--- config.mk ---
export PLATFORM = sky130hd
export DESIGN_NAME = tail_emitter
export DESIGN_NICKNAME = d
export VERILOG_FILES = /design/src/rtl/tail_emitter_pkg.sv /design/src/rtl/tail_emitter_hdr_len_enc.sv /design/src/rtl/tail_emitter.sv
export SDC_FILE = /design/constraint.sdc
export NUM_CORES = 1
export LEC_CHECK = 0
export BUFFER_PORTS_ARGS = -buffer_cell sky130_fd_sc_hd__buf_2
export CELL_PAD_IN_SITES_DETAIL_PLACEMENT = 1
export CELL_PAD_IN_SITES_GLOBAL_PLACEMENT = 2
export CORE_ASPECT_RATIO = 1.25
export CORE_MARGIN = 5
export CORE_UTILIZATION = 32
export CTS_CLUSTER_DIAMETER = 40
export CTS_CLUSTER_SIZE = 8
export DETAILED_ROUTE_END_ITERATION = 12
export HOLD_SLACK_MARGIN = 0.02
export PLACE_DENSITY_LB_ADDON = 0.1
export SETUP_SLACK_MARGIN = 0.5
export SYNTH_ARGS = -nofsm -noshare
export SYNTH_HDL_FRONTEND = slang
export SYNTH_SLANG_ARGS = --single-unit
--- constraint.sdc ---
create_clock -name clk -period 2.5 [get_ports clk]
set_input_delay 0.5 -clock clk [delete_from_list [all_inputs] [get_ports clk]]
set_output_delay 0.5 -clock clk [all_outputs]
set_load 0.01 [all_outputs]
--- src/rtl/tail_emitter_pkg.sv ---
// rtl/tail_emitter_pkg.sv - shared state, length-code and size constants for tail_emitter
package tail_emitter_pkg;

   typedef enum logic [1:0] {
      IDLE,
      HEAD,
      TAIL
   } state_t;

   localparam logic [3:0] LEN_BAD = 4'd0;
   localparam logic [3:0] LEN_1   = 4'd1;
   localparam logic [3:0] LEN_2   = 4'd2;
   localparam logic [3:0] LEN_4   = 4'd4;
   localparam logic [3:0] LEN_8   = 4'd8;

   localparam int MAX_TAIL = 7;

endpackage

--- src/rtl/tail_emitter_hdr_len_enc.sv ---
// rtl/tail_emitter_hdr_len_enc.sv - header nibble to (legal, len-1); same table as the fetch-side decoder
module hdr_len_enc
   import tail_emitter_pkg::*;
(
   input  logic [3:0] hdr,
   output logic       legal,
   output logic [2:0] len_m1
);

   logic [3:0] len;

   always_comb begin
      len = LEN_BAD;
      if (hdr[1:0] == 2'b00)
         len = LEN_1;
      else if (hdr[3] && !hdr[1])
         len = LEN_1;
      else if (hdr == 4'b0001)
         len = LEN_2;
      else if (hdr == 4'b0010)
         len = LEN_4;
      else if (hdr == 4'b0011)
         len = LEN_8;
   end

   assign legal  = (len != LEN_BAD);
   // LEN_8 - 1 = 7 fits exactly; the wrapped value for LEN_BAD is never latched
   assign len_m1 = 3'(len - 4'd1);

endmodule

--- src/rtl/tail_emitter.sv ---
// rtl/tail_emitter.sv - serializes header + tail units onto a valid/ready unit stream
// Optional TAIL_EMITTER_ERR_CNT_EN adds a saturating rejected-header counter (err_cnt, err_clr).
module tail_emitter #(
   parameter int UNIT_W   = 4,
   parameter int MAX_TAIL = tail_emitter_pkg::MAX_TAIL
) (
   input  logic                       clk,
   input  logic                       reset_n,
   input  logic                       in_valid,
   output logic                       in_ready,
   input  logic [3:0]                 in_hdr,
   input  logic [UNIT_W*MAX_TAIL-1:0] in_tail,
   output logic                       out_valid,
   input  logic                       out_ready,
   output logic [UNIT_W-1:0]          out_data,
   output logic                       out_last,
   output logic                       err_pulse
`ifdef TAIL_EMITTER_ERR_CNT_EN
   ,
   output logic [7:0]                 err_cnt,
   input  logic                       err_clr
`endif
);

   import tail_emitter_pkg::*;

   state_t                     state, state_nx;
   logic [3:0]                 hdr_q;
   logic [UNIT_W*MAX_TAIL-1:0] tail_q;
   logic [2:0]                 cnt;
   logic [2:0]                 idx;
   logic                       legal;
   logic [2:0]                 len_m1;
   logic                       out_hs, pkt_done, in_hs, accept, reject;

   hdr_len_enc u_enc (
      .hdr    (in_hdr),
      .legal  (legal),
      .len_m1 (len_m1)
   );

   always_comb begin
      out_data = '0;
      out_last = 1'b0;
      case (state)
         HEAD: begin
            out_data = UNIT_W'(hdr_q);
            out_last = (cnt == 3'd0);
         end
         TAIL: begin
            out_data = tail_q[int'(idx)*UNIT_W +: UNIT_W];
            out_last = (cnt == 3'd1);
         end
         default: ;
      endcase
   end

   assign out_valid = (state != IDLE);
   assign out_hs    = out_valid && out_ready;
   assign pkt_done  = out_hs && out_last;
   // Accepting during the last unit's handshake keeps packets back-to-back
   assign in_ready  = (state == IDLE) || pkt_done;
   assign in_hs     = in_valid && in_ready;
   assign accept    = in_hs && legal;
   assign reject    = in_hs && !legal;

   always_comb begin
      state_nx = state;
      if (accept)
         state_nx = HEAD;
      else if (pkt_done)
         state_nx = IDLE;
      else if (state == HEAD && out_hs)
         state_nx = TAIL;
   end

   always_ff @(posedge clk or negedge reset_n) begin
      if (!reset_n)
         state <= IDLE;
      else
         state <= state_nx;
   end

   always_ff @(posedge clk or negedge reset_n) begin
      if (!reset_n) begin
         hdr_q     <= '0;
         tail_q    <= '0;
         cnt       <= '0;
         idx       <= '0;
         err_pulse <= 1'b0;
      end else begin
         err_pulse <= reject;
         if (accept) begin
            hdr_q  <= in_hdr;
            tail_q <= in_tail;
            cnt    <= len_m1;
            idx    <= '0;
         end else if (state == TAIL && out_hs) begin
            idx <= idx + 3'd1;
            cnt <= cnt - 3'd1;
         end
      end
   end

`ifdef TAIL_EMITTER_ERR_CNT_EN
   always_ff @(posedge clk or negedge reset_n) begin
      if (!reset_n)
         err_cnt <= '0;
      else if (err_clr)
         err_cnt <= '0;
      else if (reject && err_cnt != 8'hFF)
         err_cnt <= err_cnt + 8'd1;
   end
`endif

endmodule
==> impl_metrics.ini, run 1 <==
[timing]
fmax_mhz = 447
slew_violations = 0
timing.final.crit_share = 0.895
fin_skew_ns = 0.00297
fin_tns_setup_ns = 0
finalHoldViolCount = 0
setup_violations = 0
period_needed_ns = 2.24
tightest_slew_ns = 0.487
relSlewSlack = 0.675
rsz0062_at_grt = true

[layout]
nFillCells = 751
fin_util = 0.442
regArea_sq_mm = 0.00103
diodes = 0
syn2layout_area_growth_pct = 33.5
layout-drive-gt1-share = 0.339
nNetsFinal = 335
multi_input_area_sq_mm = 0.00104
design_area_sq_mm = 0.00274
final_cells = 377

[route]
vias = 1771
via_per_inst = 4.70
avgRoutedWirePerCell_um = 15.2
drt_first_pass_iters = 4
wirelength_um = 5720
drcViolationCount = 0
drtIter0Drc = 21
ant_nets = 0

[clocking]
insertion_delay_ns = 0.29
cts.sinks = 41
cts_buffers = 5
cts_max_level = 2
cts_buffer_depth = 2
clockRootBuffer = clkbuf_8
path_clk_slew_ns = 0.08
cts_tree = built

[yosys]
ys_seq_elements = 41
yosysTopAreaCellShare = 0.499
synth.distinct_cells = 35
ys_seq_area_frac = 0.499
synthFlopType = dfrtp_1
yosys.area_share.simple = 0.256
synth_edf_count = 0
synth_compound_area_frac = 0.0761
synthCells = 231
synth_largest_area_cell = dfrtp_1
yosys.area_share.xor_xnor = 0.0170
ys_top_cells_by_area = dfrtp_1, nand2_1, ha_1, mux4_2, mux2i_1
synthAdderAreaFrac = 0.0487
async_flop_share = 1.00
synth_area_sq_mm = 0.00206
yosys_warnings = 0
synth_fp_nets = 275
synth_top_family_by_area = simple AND/OR/NAND/NOR gates
syn_area_per_cell_sq_um = 8.90
muxShareOfSynthArea = 0.0633

[status]
status = complete, no violations

[power]
power.switching_fraction = 0.381
netSwitchingPower_mw = 1.19
p_clk_frac = 0.170
p_int_mw = 1.93
ir_drop_mv = 0.403
leakagePower_nw = 1.40
p_per_area_mw_per_mm2 = 1140
p_seq_frac = 0.370
power_frac_comb = 0.460

[setup_path]
critical_path_class = reg -> out
reg2regPathDepth = 8
cp-start-kind = flip-flop
critPathMaxFanout = 8
cp.arrival_ns = 1.74
worstPathRequired_ns = 2.00
crit_path_end_kind = output pin

[global_route]
grt_pass1_vias = 1931
antenna_found_initial = 0
grtUsageMet2 = 0.254
overflow = 0
grt_usage = 0.147
grt_pass1_wl_um = 9150
use_met1 = 0.180
use_met3 = 0.0335
grt.busiest_layer = met2
grt_start_max_net_pins = 35

[run]
cap_violations = 0

[place]
dpl.cell_count = 355
place_area_sq_mm = 0.00239
io_buffers = 43
gp_congestion = 0.729
dpl.hpwl_um = 3910

[die]
die_h_um = 99.6
core-area_sq_mm = 0.00621
die_w_um = 81.7
start_util = 0.331
rows = 32
die_area_sq_mm = 0.00814
io_pins = 44

[hold_path]
min_path_type = in -> async
[power by group through the flow]
| stage | Combinational (mW) | Sequential, mW | Clock (mW) |
|---|---|---|---|
| 6_report | 1.44 | 1.15 | 0.532 |
| 5_1_grt | 1.60 | 1.19 | 0.576 |
| 4_1_cts | 1.30 | 1.15 | 0.546 |
| 3_5_place_dp | 1.15 | 1.17 | 0 |
| 3_3_place_gp | 1.12 | 1.17 | 0 |
| 2_1_floorplan | 0.817 | 1.08 | 0 |
[worst max-delay path, stage by stage, from the launching register on]
cell and delay (ns):
dfrtp_2 0.46, buf_6 0.17, mux2i_2 0.15, o211ai_1 0.24
o2111ai_1 0.18, nand2_1 0.10, buf_2 0.13
[routing by layer]
| metal | share of wire | wire [um] |
|---|---|---|
| met1 | 0.44 | 2530 |
| met2 | 0.50 | 2860 |
| met3 | 0.042 | 240 |
| met4 | 0.015 | 87 |
| met5 | 0 | 0 |
[kinds of logic after synthesis]
group / Yosys count
mux: 8
fa+ha+maj: 8
compound gates: 21
simple gates: 131
xor+xnor: 4
buf+inv: 18
flops: 41
[area by class of cell]
| class | count | share of cell area |
|---|---|---|
| Clock buffer | 6 | 0.0264 |
| Timing Repair Buffer | 65 | 0.157 |
| Sequential cell | 41 | 0.375 |
| Clock inverter | 2 | 0.0141 |
| Multi-Input combinational cell | 172 | 0.381 |
| Tap cell | 85 | 0.0388 |
| Inverter | 6 | 0.00821 |
[path summary, 6_finish.rpt]
kind	startpoint	slack, ns	endpoint
max	idx[0]	0.26	out_data[1]
min	reset_n	0.16	hdr_q[0]
max reg2reg	state[0]	0.59	cnt[2]
min reg2reg	tail_q[11]	0.48	tail_q[11]
max in group asynchronous	reset_n	1.79	tail_q[26]
min in group clk	in_tail[17]	0.39	tail_q[17]
[Yosys cell counts, drive strengths merged, types with 2 or more instances]
| cell type | count |
|---|---|
| buf | 7 |
| nor2b | 2 |
| mux4 | 4 |
| o211ai | 4 |
| clkbuf | 5 |
| o21ai | 3 |
| o2111ai | 4 |
| xor2 | 3 |
| a211oi | 2 |
| inv | 6 |
| nand3 | 6 |
| nand2 | 110 |
| a21oi | 3 |
| ha | 8 |
| dfrtp | 41 |
| nor2 | 6 |
| mux2i | 4 |
[stage by stage]
step	total power [mW]	hold slack (ns)	setup WS (ns)
floorplan	1.90	0.204	0.482
global placement	2.28	0.457	0.259
detailed placement	2.31	0.459	0.246
CTS	3.00	0.177	0.216
global route	3.37	0.188	0.199
finish	3.12	0.160	0.262
[state kept, by name, summed over array words and instances, names as in the netlist]
signal and flops:
cnt 3, err_pulse 1, hdr_q 4, idx 3, state 2, tail_q 28
[cell usage in the layout (no fill, tap or decap), types with 3 or more instances in the layout]
cell       instances
a21oi_1            3
buf_2             43
buf_4             17
clkbuf_8           5
dfrtp_1           39
ha_1               4
ha_4               3
inv_2              5
mux2i_1            3
mux4_2             4
nand2_1          110
nand3_1            6
nor2_1             6
o2111ai_2          3
o211ai_1           4
xor2_1             3
[timing repair]
item / CTS / global route
buffers inserted: 7 / 6
gates resized for setup: 9 / 16
cloned: 0 / 1
pin swaps: 4 / 7
setup endpoints to repair: 6 / 11
hold buffers: 0 / 0
hold endpoints to repair: 0 / 0
Power figures use the tool's default switching activity.
==> inputs of run 2 (changes only) <==
Settings changed: SETUP_SLACK_MARGIN 0.5 to default.
==> run 2 against run 1 <==
  * Count of clock-buffer cells in the layout is the same
  * Die area is the same
  * Cell count shrank 4.8%
  * Non-clock buffer count shrank 18
  * Utilization shrank 4.8 points
  * Critical path depth shrank 2
  * Clock skew grew 0.0043 ns
  * Worst hold slack lost 0.038 ns
  * Global-route usage shrank 0.83 points
  * Sequential cell count is the same
  * First-iteration DRC count grew to 3.3 times the previous value
  * Sequential power is essentially flat
  * Critical endpoint is now out_last
  * Largest power group is now registers
==> impl_metrics.ini, run 2 (synthesis results as in run 1) <==
[timing]
timing.final.crit_share = 0.930
slew_violations = 0
setup_violations = 0
relSlewSlack = 0.725
fin_tns_setup_ns = 0
finalHoldViolCount = 0
hold_ws_ns = 0.122
period_needed_ns = 2.33
layout_setup_ws_ns = 0.174
fmax_mhz = 430
fin_skew_ns = 0.00722
rsz0062_at_grt = false
tightest_slew_ns = 0.413

[die]
die_w_um = 81.7
die_area_sq_mm = 0.00814
core-area_sq_mm = 0.00621
io_pins = 44
start_util = 0.331
die_h_um = 99.6
rows = 32

[layout]
top_register = tail_q
syn2layout_area_growth_pct = 19.1
fin_util = 0.395
top_regs = tail_q x28, hdr_q x4
diodes = 0
nFillCells = 762
layout_common_cells = nand2_1, buf_2, dfrtp_1
final_common_cell = nand2_1
layout-drive-gt1-share = 0.226
nNetsFinal = 317
largest_register_ff_count = 28

[setup_path]
crit_path_end_kind = output pin
r2r_end = cnt[2]
path_delay_family = adder cells
r2r_start = state[1]
worst-path-stages = 4
critical_path_class = reg -> out
cp-start-kind = flip-flop
worstPathRequired_ns = 2.00
crit_start = state[1]
slowest_stage = ha_1
crit_chain = inv_1, ha_1, nor3b_1, buf_2
reg2regPathDepth = 8
cp-endpoint = out_last
reg2reg_setup_slack_ns = 0.41
crit_buf_inv = 2
cpPeakStageDelay_ns = 0.49
cp.arrival_ns = 1.83
critPathMaxFanout = 10

[power]
p_clk_frac = 0.162
netSwitchingPower_mw = 1.06
p_seq_frac = 0.437
p_total_mw = 2.67
p_per_area_mw_per_mm2 = 1090
power.switching_fraction = 0.396
leakagePower_nw = 1.28
p_int_mw = 1.61
power_frac_comb = 0.401
ir_drop_mv = 0.474

[clocking]
ctsHoldBuffers = 0
cts.sinks = 41
cts_tree = built
insertion_delay_ns = 0.30
clockRootBuffer = clkbuf_8
cts_resized = 0
cts_buffer_depth = 2
cts_max_level = 2
cts_buffers = 5
path_clk_slew_ns = 0.08
cts_setup_buffers = 0

[route]
via_per_inst = 4.77
wirelength_um = 5140
vias = 1712
drcViolationCount = 0
drt_first_pass_iters = 4
avgRoutedWirePerCell_um = 14.3
drtIter0Drc = 69
ant_nets = 0

[global_route]
grt_pass1_wl_um = 8610
overflow = 0
grt_pass1_vias = 1830
antenna_found_initial = 0
grt_usage = 0.139
grt_start_max_net_pins = 42

[place]
gp_congestion = 0.750
io_buffers = 43
dpl.hpwl_um = 3840
pre_cts_ws_ns = 0.217

[hold_path]
min_path_type = in -> async

[status]
status = complete, no violations

[run]
cap_violations = 0
==> run 2: changes by cell type in the layout (fill, tap and decap cells not counted), moves of 3 or more <==
cell       delta
buf_4        -14
ha_1          +4
ha_4          -3
inv_1         +4
inv_2         -4
o2111ai_1     +3
o2111ai_2     -3
==> run 2: power groups by stage <==
| stage | Sequential [mW] | Combinational, mW | Clock [mW] |
|---|---|---|---|
| 2_1_floorplan | 1.08 | 0.817 | 0 |
| 3_3_place_gp | 1.17 | 1.07 | 0 |
| 3_5_place_dp | 1.18 | 1.09 | 0 |
| 4_1_cts | 1.17 | 1.10 | 0.454 |
| 5_1_grt | 1.20 | 1.22 | 0.481 |
| 6_report | 1.17 | 1.07 | 0.434 |
==> run 2: layout make-up <==
class | count | area, sq um | share of cell area
sequential | 41 | 1030 | 0.420
multi-input combinational | 172 | 947 | 0.387
timing repair buffer | 47 | 258 | 0.105
tap | 85 | 106 | 0.0434
clock buffer | 6 | 72.6 | 0.0296
inverter | 6 | 22.5 | 0.00920
clock inverter | 2 | 15.0 | 0.00613
==> run 2: metal layers <==
metal / routed length (um) / vias to the layer above / GRT usage / share of wire
li1: - / 838 / - / -
met1: 2290 / 844 / 0.175 / 0.45
met2: 2620 / 24 / 0.233 / 0.51
met3: 154 / 6 / 0.0335 / 0.030
met4: 67 / 0 / 0.0422 / 0.013
met5: 0 / - / 0 / 0
==> run 2: how the worst min path moves through the flow <==
stage                     startpoint          to
after global routing         reset_n  tail_q[15]
after global placement       reset_n  tail_q[15]
after floorplan              reset_n      cnt[0]
after CTS                    reset_n  tail_q[15]
final                        reset_n  tail_q[15]
after detailed placement     reset_n  tail_q[15]
==> run 2: worst reg2reg max path, stage by stage (launching register included) <==
cell	delay (ns)
dfrtp_1	0.38
inv_1	0.07
ha_1	0.49
nand3b_1	0.14
o21ai_2	0.20
and3_1	0.24
buf_12	0.22
o22ai_1	0.10
o311a_1	0.13
==> run 2: through the flow <==
stage / instances / area, sq um
after global routing: 359 / 2450
after floorplan: 231 / 2060
final: 359 / 2450
after CTS: 359 / 2450
after detailed placement: 351 / 2360
after global placement: 351 / 2360
